--- config.mk ---
export PLATFORM = sky130hd
export DESIGN_NAME = prio_encoder_rr_pipe_flat
export DESIGN_NICKNAME = d
export VERILOG_FILES = /design/src/rtl/prio_encoder_rr_pipe_if.sv /design/src/rtl/prio_encoder_rr_pipe.sv /design/src/flat_wrapper.sv
export SDC_FILE = /design/constraint.sdc
export NUM_CORES = 1
export LEC_CHECK = 0
export ABC_AREA = 1
export CAP_MARGIN = 20
export CORE_AREA = 3 3 40 42
export DETAILED_ROUTE_END_ITERATION = 10
export DIE_AREA = 0 0 43 45
export GPL_ROUTABILITY_DRIVEN = 0
export PLACE_DENSITY = 0.61
export SYNTH_ARGS = -nofsm -noshare
export SYNTH_HDL_FRONTEND = slang
export SYNTH_SLANG_ARGS = --single-unit
--- constraint.sdc ---
create_clock -name clk -period 1 [get_ports clk]
set_input_delay 0.2 -clock clk [delete_from_list [all_inputs] [get_ports clk]]
set_output_delay 0.2 -clock clk [all_outputs]
set_load 0.02 [all_outputs]
--- src/rtl/prio_encoder_rr_pipe_if.sv ---
// prio_encoder_rr_pipe_if: request-in / index-out handshake bundle for the priority encoder stage
interface prio_encoder_rr_pipe_if #(
    parameter int WIDTH = 8
);
    localparam int POS_W = $clog2(WIDTH);
    logic [WIDTH-1:0] din;
    logic             din_valid;
    logic             din_ready;
    logic [POS_W-1:0] pos;
    logic             zero;
    logic             pos_valid;
    logic             pos_ready;
    modport master (
        output din, din_valid, pos_ready,
        input  din_ready, pos, zero, pos_valid
    );
    modport slave (
        input  din, din_valid, pos_ready,
        output din_ready, pos, zero, pos_valid
    );
endinterface

--- src/rtl/prio_encoder_rr_pipe.sv ---
// prio_encoder_rr_pipe: one-deep registered priority encoder, fixed or round-robin, valid/ready on both sides
module prio_encoder_rr_pipe #(
    parameter int WIDTH = 8,
    parameter int RR    = 0
) (
    input logic clk,
    input logic reset,
    prio_encoder_rr_pipe_if.slave bus
);
    localparam int POS_W = $clog2(WIDTH);
    logic [POS_W-1:0] pos_q, pos_d, ptr_q, ptr_d, enc, lo, hi;
    logic             zero_q, zero_d, valid_q, valid_d, found_hi, ready, accept;
    assign ready         = !valid_q || bus.pos_ready;
    assign bus.din_ready = ready;
    assign bus.pos       = pos_q;
    assign bus.zero      = zero_q;
    assign bus.pos_valid = valid_q;
    always_comb begin
        lo       = '0;
        hi       = '0;
        found_hi = 1'b0;
        // descending scan: the last hit written is the lowest index, overall and at/after ptr
        for (int i = WIDTH - 1; i >= 0; i--) begin
            if (bus.din[i]) begin
                lo = POS_W'(i);
                if (i >= int'(ptr_q)) begin
                    hi       = POS_W'(i);
                    found_hi = 1'b1;
                end
            end
        end
        enc     = found_hi ? hi : lo;
        accept  = bus.din_valid && ready;
        valid_d = accept || (valid_q && !bus.pos_ready);
        pos_d   = accept ? enc : pos_q;
        zero_d  = accept ? (bus.din == '0) : zero_q;
        ptr_d   = (RR != 0 && accept && bus.din != '0)
                ? ((enc == POS_W'(WIDTH - 1)) ? '0 : enc + POS_W'(1))
                : ptr_q;
    end
    always_ff @(posedge clk) begin
        if (reset) begin
            valid_q <= 1'b0;
            pos_q   <= '0;
            zero_q  <= 1'b0;
            ptr_q   <= '0;
        end else begin
            valid_q <= valid_d;
            pos_q   <= pos_d;
            zero_q  <= zero_d;
            ptr_q   <= ptr_d;
        end
    end
endmodule

--- src/flat_wrapper.sv ---
// flat-port wrapper written by rule: the top's interface ports become plain ports
module prio_encoder_rr_pipe_flat 
#(
    parameter int WIDTH = 8,
    parameter int RR    = 0
)
  (clk, reset, bus_din, bus_din_valid, bus_pos_ready, bus_din_ready, bus_pos, bus_zero, bus_pos_valid);
  prio_encoder_rr_pipe_if #(.WIDTH(WIDTH)) bus_i ();
  input logic clk;
  input logic reset;
  input wire logic [$bits(bus_i.din)-1:0] bus_din;
  input wire logic [$bits(bus_i.din_valid)-1:0] bus_din_valid;
  input wire logic [$bits(bus_i.pos_ready)-1:0] bus_pos_ready;
  output wire logic [$bits(bus_i.din_ready)-1:0] bus_din_ready;
  output wire logic [$bits(bus_i.pos)-1:0] bus_pos;
  output wire logic [$bits(bus_i.zero)-1:0] bus_zero;
  output wire logic [$bits(bus_i.pos_valid)-1:0] bus_pos_valid;
  assign bus_i.din = bus_din;
  assign bus_i.din_valid = bus_din_valid;
  assign bus_i.pos_ready = bus_pos_ready;
  assign bus_din_ready = bus_i.din_ready;
  assign bus_pos = bus_i.pos;
  assign bus_zero = bus_i.zero;
  assign bus_pos_valid = bus_i.pos_valid;
  prio_encoder_rr_pipe #(.WIDTH(WIDTH), .RR(RR)) u_core (.clk(clk), .reset(reset), .bus(bus_i));
endmodule
==> impl_results.md <==
- CTS clk-pin slew, worst paths: 50 ps
- Buf+Inv Stages, Crit Path: 1
- Bufs on Longest Clock Path: 2
- DRC: 0
- Hold Fails Final Rpt: 0
- Sw Pwr: ~0.15 mW
- Outcome: finished clean
- Synth Area in Simple Gates: 43.8%
- Worst-Skew Late Latency: 240 ps
- Area delta synth->final: 76.1%
- Htree depth: 1
- PD cells: 1140 nW/um2
- Async S/R FF share, synth: 0%
- Vias in the first global route: around 290
- Largest family of logic cells by synthesized area: simple AND/OR/NAND/NOR gates
- Hold depth: 4
- Die height: around 45 um
- Total power: 0.568 mW
- Gr ovfl total: 0
- Clk pwr share: 41.1%
- DP Cell Count: 76
- Syn_nets: 53
- Finished Layout Cells: 80
- Max_cap viols: 0
- Synth top cells by count: 13 x nand2_1, 8 x inv_1, 5 x dfxtp_1, 4 x a21oi_1
- Row cnt: 13
- P_int: 0.423 mW
- Vias per cell: 4.06
- RSZ-0062 raised after global routing: yes
- Most frequent cell after synthesis: nand2_1
- R2R depth: 6
- Comb pwr share: between 20 and 25%
- Hold WC Path Type: input pin to register
- Critical path's slowest cell: dfxtp_2
- Compound-gate portion of the synthesized area: 10.2%
- Worst relative slew slack: 87.1%
- Vias: 325
- CP arrival: 1150 ps
- Io pins: 18
- Iteration-0 DRC Markers: 1
- Worst R2R Setup Slack: approximately 15 ps
- Crit path cell chain: nand2_4 > buf_6 > nand2_4 > nor3_4 > nand3b_1 > a21oi_1
- CORE AREA: around 1300 um2
- Initial cell density of the core: ~22%
- Gr usage total: 7.92%
- Xor/xnor share of the synthesized area: 0%
- Adder-cell share of the synthesized area: 0%
- Pre-CTS WS: -576 ps
- Worst Slack Setup Final: 15.4 ps
- # port buffers: 17
- Main synth FF type: dfxtp_1
- Layout cells sized above 1: 29.2%
- CTS tree: yes
- Critical Setup Path Class: register to register
- Worst Hold Path EP: u_core.bus.zero$_SDFFE_PP0P_
- RR Endpoint: u_core.bus.pos[2]$_SDFFE_PP0P_
- Die area: 1940 um2
- Critical path's largest stage delay: 330 ps
- Register area share after synthesis: a little over a third
- Drt wl/cell: between 8 and 9 um
- Leakage: between 0.2 and 0.3 nW
- ANT nets after route: 0
- Final Max Slew Viols: 0
- Startpoint types: register
- Clk Tree Root Cell: clkbuf_4
- Pin slew with the least headroom to its limit: slightly below 200 ps
- Crit path capture type: register
- Die width: 43 um
- Routed WL: 680 um
- Antenna diodes: 0
- Setup Skew: 5.18 ps
- Post-Syn Instances: 41
- Final net count: 78
- Post-synth top area share: 35.4%
- Largest net degree at the start of global routing: 6
- Post-synth cell types: 13
- Final setup viols: 0
- Initial antenna violation count: 0
- Hold_sp: bus_din[5]
- Cell mode on critical path: nand2_4
- Reg power frac: 37.3%
- Mux share of post-synthesis cell area: 0%
- Critical path fanouts, max: 3
- Post-DP HPWL: 544 um
- Final core utilization: 38.8%
- Synth area leader: dfxtp_1
- DR pass1 iterations: 2
- Clock sinks: 5
- Min Clock Period, post-route: 985 ps
- Ratio of final minimum period to clock period: between 90% and 100%
- Cts bufs inserted: 3
- Mapped Area: 283 um2
- Switching power share of the total: 25.6%
- CP Data Required Time: between 1000 and 1500 ps
- VDD IR-drop max: a little under 600 uV
- Yosys reg bits: 5
- Hold_buf cts: 0
- Yosys warns: 0
- Synth Area per Inst: 6.90 um2
- Fmax: 1020 MHz
- Crit-path leading delay family: simple AND/OR/NAND/NOR gates
- Reg2reg start: u_core.bus.pos_valid$_SDFF_PP0_
- Global-route wire length before repair: 1120 um
- EDFF count, synth: 0
- Synth top area cells: dfxtp_1 35%, nand2_1 17%, inv_1 11%
## worst min-delay path, cell delays in order
cell	delay, ps
dlymetal6s2s_1	120
nor3_2	50
nand3_1	90
a21oi_2	50
## routing by layer
layer  vias up  track usage, %  routed length [um]
met5         -               0                   0
met4         0               0                   0
met3         0            7.17                  95
met2        14            12.6                 326
met1       138            8.47                 257
li1        173               -                   -
## placed cells by master (no fill, tap or decap), drive strengths merged
cell type / n
dlymetal6s2s: 1
nand2: 15
nand3: 2
a21oi: 5
inv: 8
dlygate4sd2: 4
nor3: 2
clkbuf: 4
clkdlybuf4s50: 6
dfxtp: 5
buf: 9
nand3b: 1
or2: 1
nor2: 2
## power groups by stage
stage               Combinational (mW)  Sequential, mW  Clock (mW)
floorplan                       0.0431           0.223           0
global placement                 0.135           0.215           0
detailed placement               0.136           0.215           0
CTS                              0.125           0.212       0.248
global route                     0.136           0.213       0.257
finish                           0.123           0.212       0.233
## registers in the layout, summed over array words and instances (netlist names)
name                  cells
u_core.bus.pos_valid      1
u_core.bus.zero           1
u_core.bus.pos            3
## final cells by class
cell class | count | area (um2)
Fill cell | 155 | 787
Timing Repair Buffer | 20 | 164
Multi-Input combinational cell | 28 | 158
Sequential cell | 5 | 101
Inverter | 8 | 30.0
Clock buffer | 4 | 26.3
Tap cell | 15 | 18.8
## worst max-delay path by stage
stage	from	to	cells past startpoint
2_1_floorplan	u_core.bus.pos_valid$_SDFF_PP0_	u_core.bus.zero$_SDFFE_PP0P_	5
3_3_place_gp	bus_pos_ready	bus_din_ready	4
3_5_place_dp	bus_pos_ready	bus_din_ready	4
4_1_cts	u_core.bus.pos_valid$_SDFF_PP0_	u_core.bus.pos[2]$_SDFFE_PP0P_	6
5_1_grt	u_core.bus.pos_valid$_SDFF_PP0_	u_core.bus.pos[2]$_SDFFE_PP0P_	6
6_report	u_core.bus.pos_valid$_SDFF_PP0_	u_core.bus.pos[2]$_SDFFE_PP0P_	6
## per-stage QoR
step	TNS [ps]	area [um2]	hold WS, ps
CTS	-85.9	495	368
global placement	-2630	499	458
global route	-137	498	365
floorplan	0	288	262
detailed placement	-2790	499	461
finish	0	498	315
## cells by family (layout without fill, tap and decap cells)
family | count (synthesis) | after routing
simple gates | 23 | 23
compound gates | 5 | 5
flops | 5 | 5
buf+inv | 8 | 32
## repair_timing
action | 4_1_cts | 5_1_grt
pin swaps | 4 | 3
endpoints found under the setup margin | 10 | 5
gates cloned | 0 | 0
resized for setup | 31 | 1
buffers inserted | 0 | 0
hold endpoints to repair | 0 | 0
No activity file was read; power rests on OpenSTA's default activity.
==> patch (same settings) <==
`WIDTH` is set to 8 in 3 places; all go to 16.
--- a/src/rtl/prio_encoder_rr_pipe_if.sv
+++ b/src/rtl/prio_encoder_rr_pipe_if.sv
@@ -1,6 +1,6 @@
 // prio_encoder_rr_pipe_if: request-in / index-out handshake bundle for the priority encoder stage
 interface prio_encoder_rr_pipe_if #(
-    parameter int WIDTH = 8
+    parameter int WIDTH = 16
 );
     localparam int POS_W = $clog2(WIDTH);
     logic [WIDTH-1:0] din;
--- a/src/rtl/prio_encoder_rr_pipe.sv
+++ b/src/rtl/prio_encoder_rr_pipe.sv
@@ -1,6 +1,6 @@
 // prio_encoder_rr_pipe: one-deep registered priority encoder, fixed or round-robin, valid/ready on both sides
 module prio_encoder_rr_pipe #(
-    parameter int WIDTH = 8,
+    parameter int WIDTH = 16,
     parameter int RR    = 0
 ) (
     input logic clk,
--- a/src/flat_wrapper.sv
+++ b/src/flat_wrapper.sv
@@ -1,7 +1,7 @@
 // flat-port wrapper written by rule: the top's interface ports become plain ports
 module prio_encoder_rr_pipe_flat 
 #(
-    parameter int WIDTH = 8,
+    parameter int WIDTH = 16,
     parameter int RR    = 0
 )
   (clk, reset, bus_din, bus_din_valid, bus_pos_ready, bus_din_ready, bus_pos, bus_zero, bus_pos_valid);
Interface: changed (resized bus_din and bus_pos); port bits go from 18 to 27. The function was not compared with the original's and may differ.
==> patch against the unedited design <==
The run now ends with setup timing left; setup slack got worse by 160 ps; power increased by 19%; first-iteration DRC count increased to 6.0 times the old value; sequential power increased by 18%; wire length increased by 54%; cell count increased by 56%; critical path depth increased by 1; clock power increased by 3%; synthesized area increased by 47%; sequential cell count increased by 1; final area increased by 51%; highest routed layer unchanged.
==> patch: results <==
{
  "status": "finished with violations",
  "violations": "setup timing",
  "globalRouteMet1Util_pct": 14.4,
  "drt_iter0_markers": 6,
  "fill_cells": 132,
  "fin_ws_ps": -140,
  "via_per_inst": 4.22,
  "fin_worst_skew_ps": 10.4,
  "tightest_slew_ps": 308,
  "largest_reg_flops": 4,
  "wl_met3_um": 70,
  "internal_power_w": 0.000495,
  "drt-met1-wl_um": 486,
  "ir_drop_uv": 885,
  "synth_common_cells": "nand2_1, inv_1, dfxtp_1",
  "layout.nets": 131,
  "yosys-top-cells-area": "dfxtp_1, nand2_1, inv_1",
  "grt_max_degree": 7,
  "grtUsageMet2_pct": 17.7,
  "r2r_end": "u_core.bus.zero",
  "place_ws_ps": -631,
  "grt_pass1_wl_um": 1660,
  "setup_viol": 5,
  "cts_resized": 56,
  "drive_above_1_share_pct": 27.3,
  "synth.distinct_cells": 14
}
## patch: cell types whose count changed in the layout (fill, tap and decap cells not counted), moves of 3 or more
cell and delta:
nand2_1 +13, inv_1 +10, buf_4 +5, buf_2 +3, dlygate4sd2_1 +3
## patch: worst min-delay path by stage
stage	startpoint	end	slack, ps	cells past startpoint
global placement	u_core.bus.pos[2]	u_core.bus.pos[2]	450	2
finish	bus_din[12]	u_core.bus.zero	310	4
global route	bus_din[12]	u_core.bus.zero	360	4
floorplan	reset	u_core.bus.pos_valid	260	1
detailed placement	u_core.bus.pos[2]	u_core.bus.pos[2]	460	2
CTS	bus_din[12]	u_core.bus.zero	310	4
## patch: stage by stage
step	instances	hold slack (ps)	TNS (ps)	power, W	util [%]
after global routing	125	360	-1140	0.000715	58.5
after floorplan	73	259	-533	0.000330	-
after global placement	120	454	-4170	0.000455	58.6
after CTS	124	306	-587	0.000682	57.5
after detailed placement	120	456	-4240	0.000457	58.6
final	125	310	-513	0.000677	58.5
## patch: final cells by class
type	count	area (µm²)	share of cell area, %
Timing Repair Buffer	33	260	34.6
Multi-Input combinational cell	48	251	33.4
Sequential cell	6	124	16.5
Inverter	19	71.3	9.48
Clock buffer	4	26.3	3.49
Tap cell	15	18.8	2.50
## patch: critical path, stage by stage, from the launching register on
cell     delay (ps)
dfxtp_4         340
nand2_4          80
nand2_4          60
nor2_4          120
nand2_2          80
nor3_4          150
nand4_1         120
a21oi_2         130
## patch: kinds of logic (layout without fill, tap and decap cells)
family,count (synthesis),in the layout
DFF,6,6
and+or+nand+nor,41,41
buffers and inverters,19,56
AOI/OAI and AO/OA,7,7
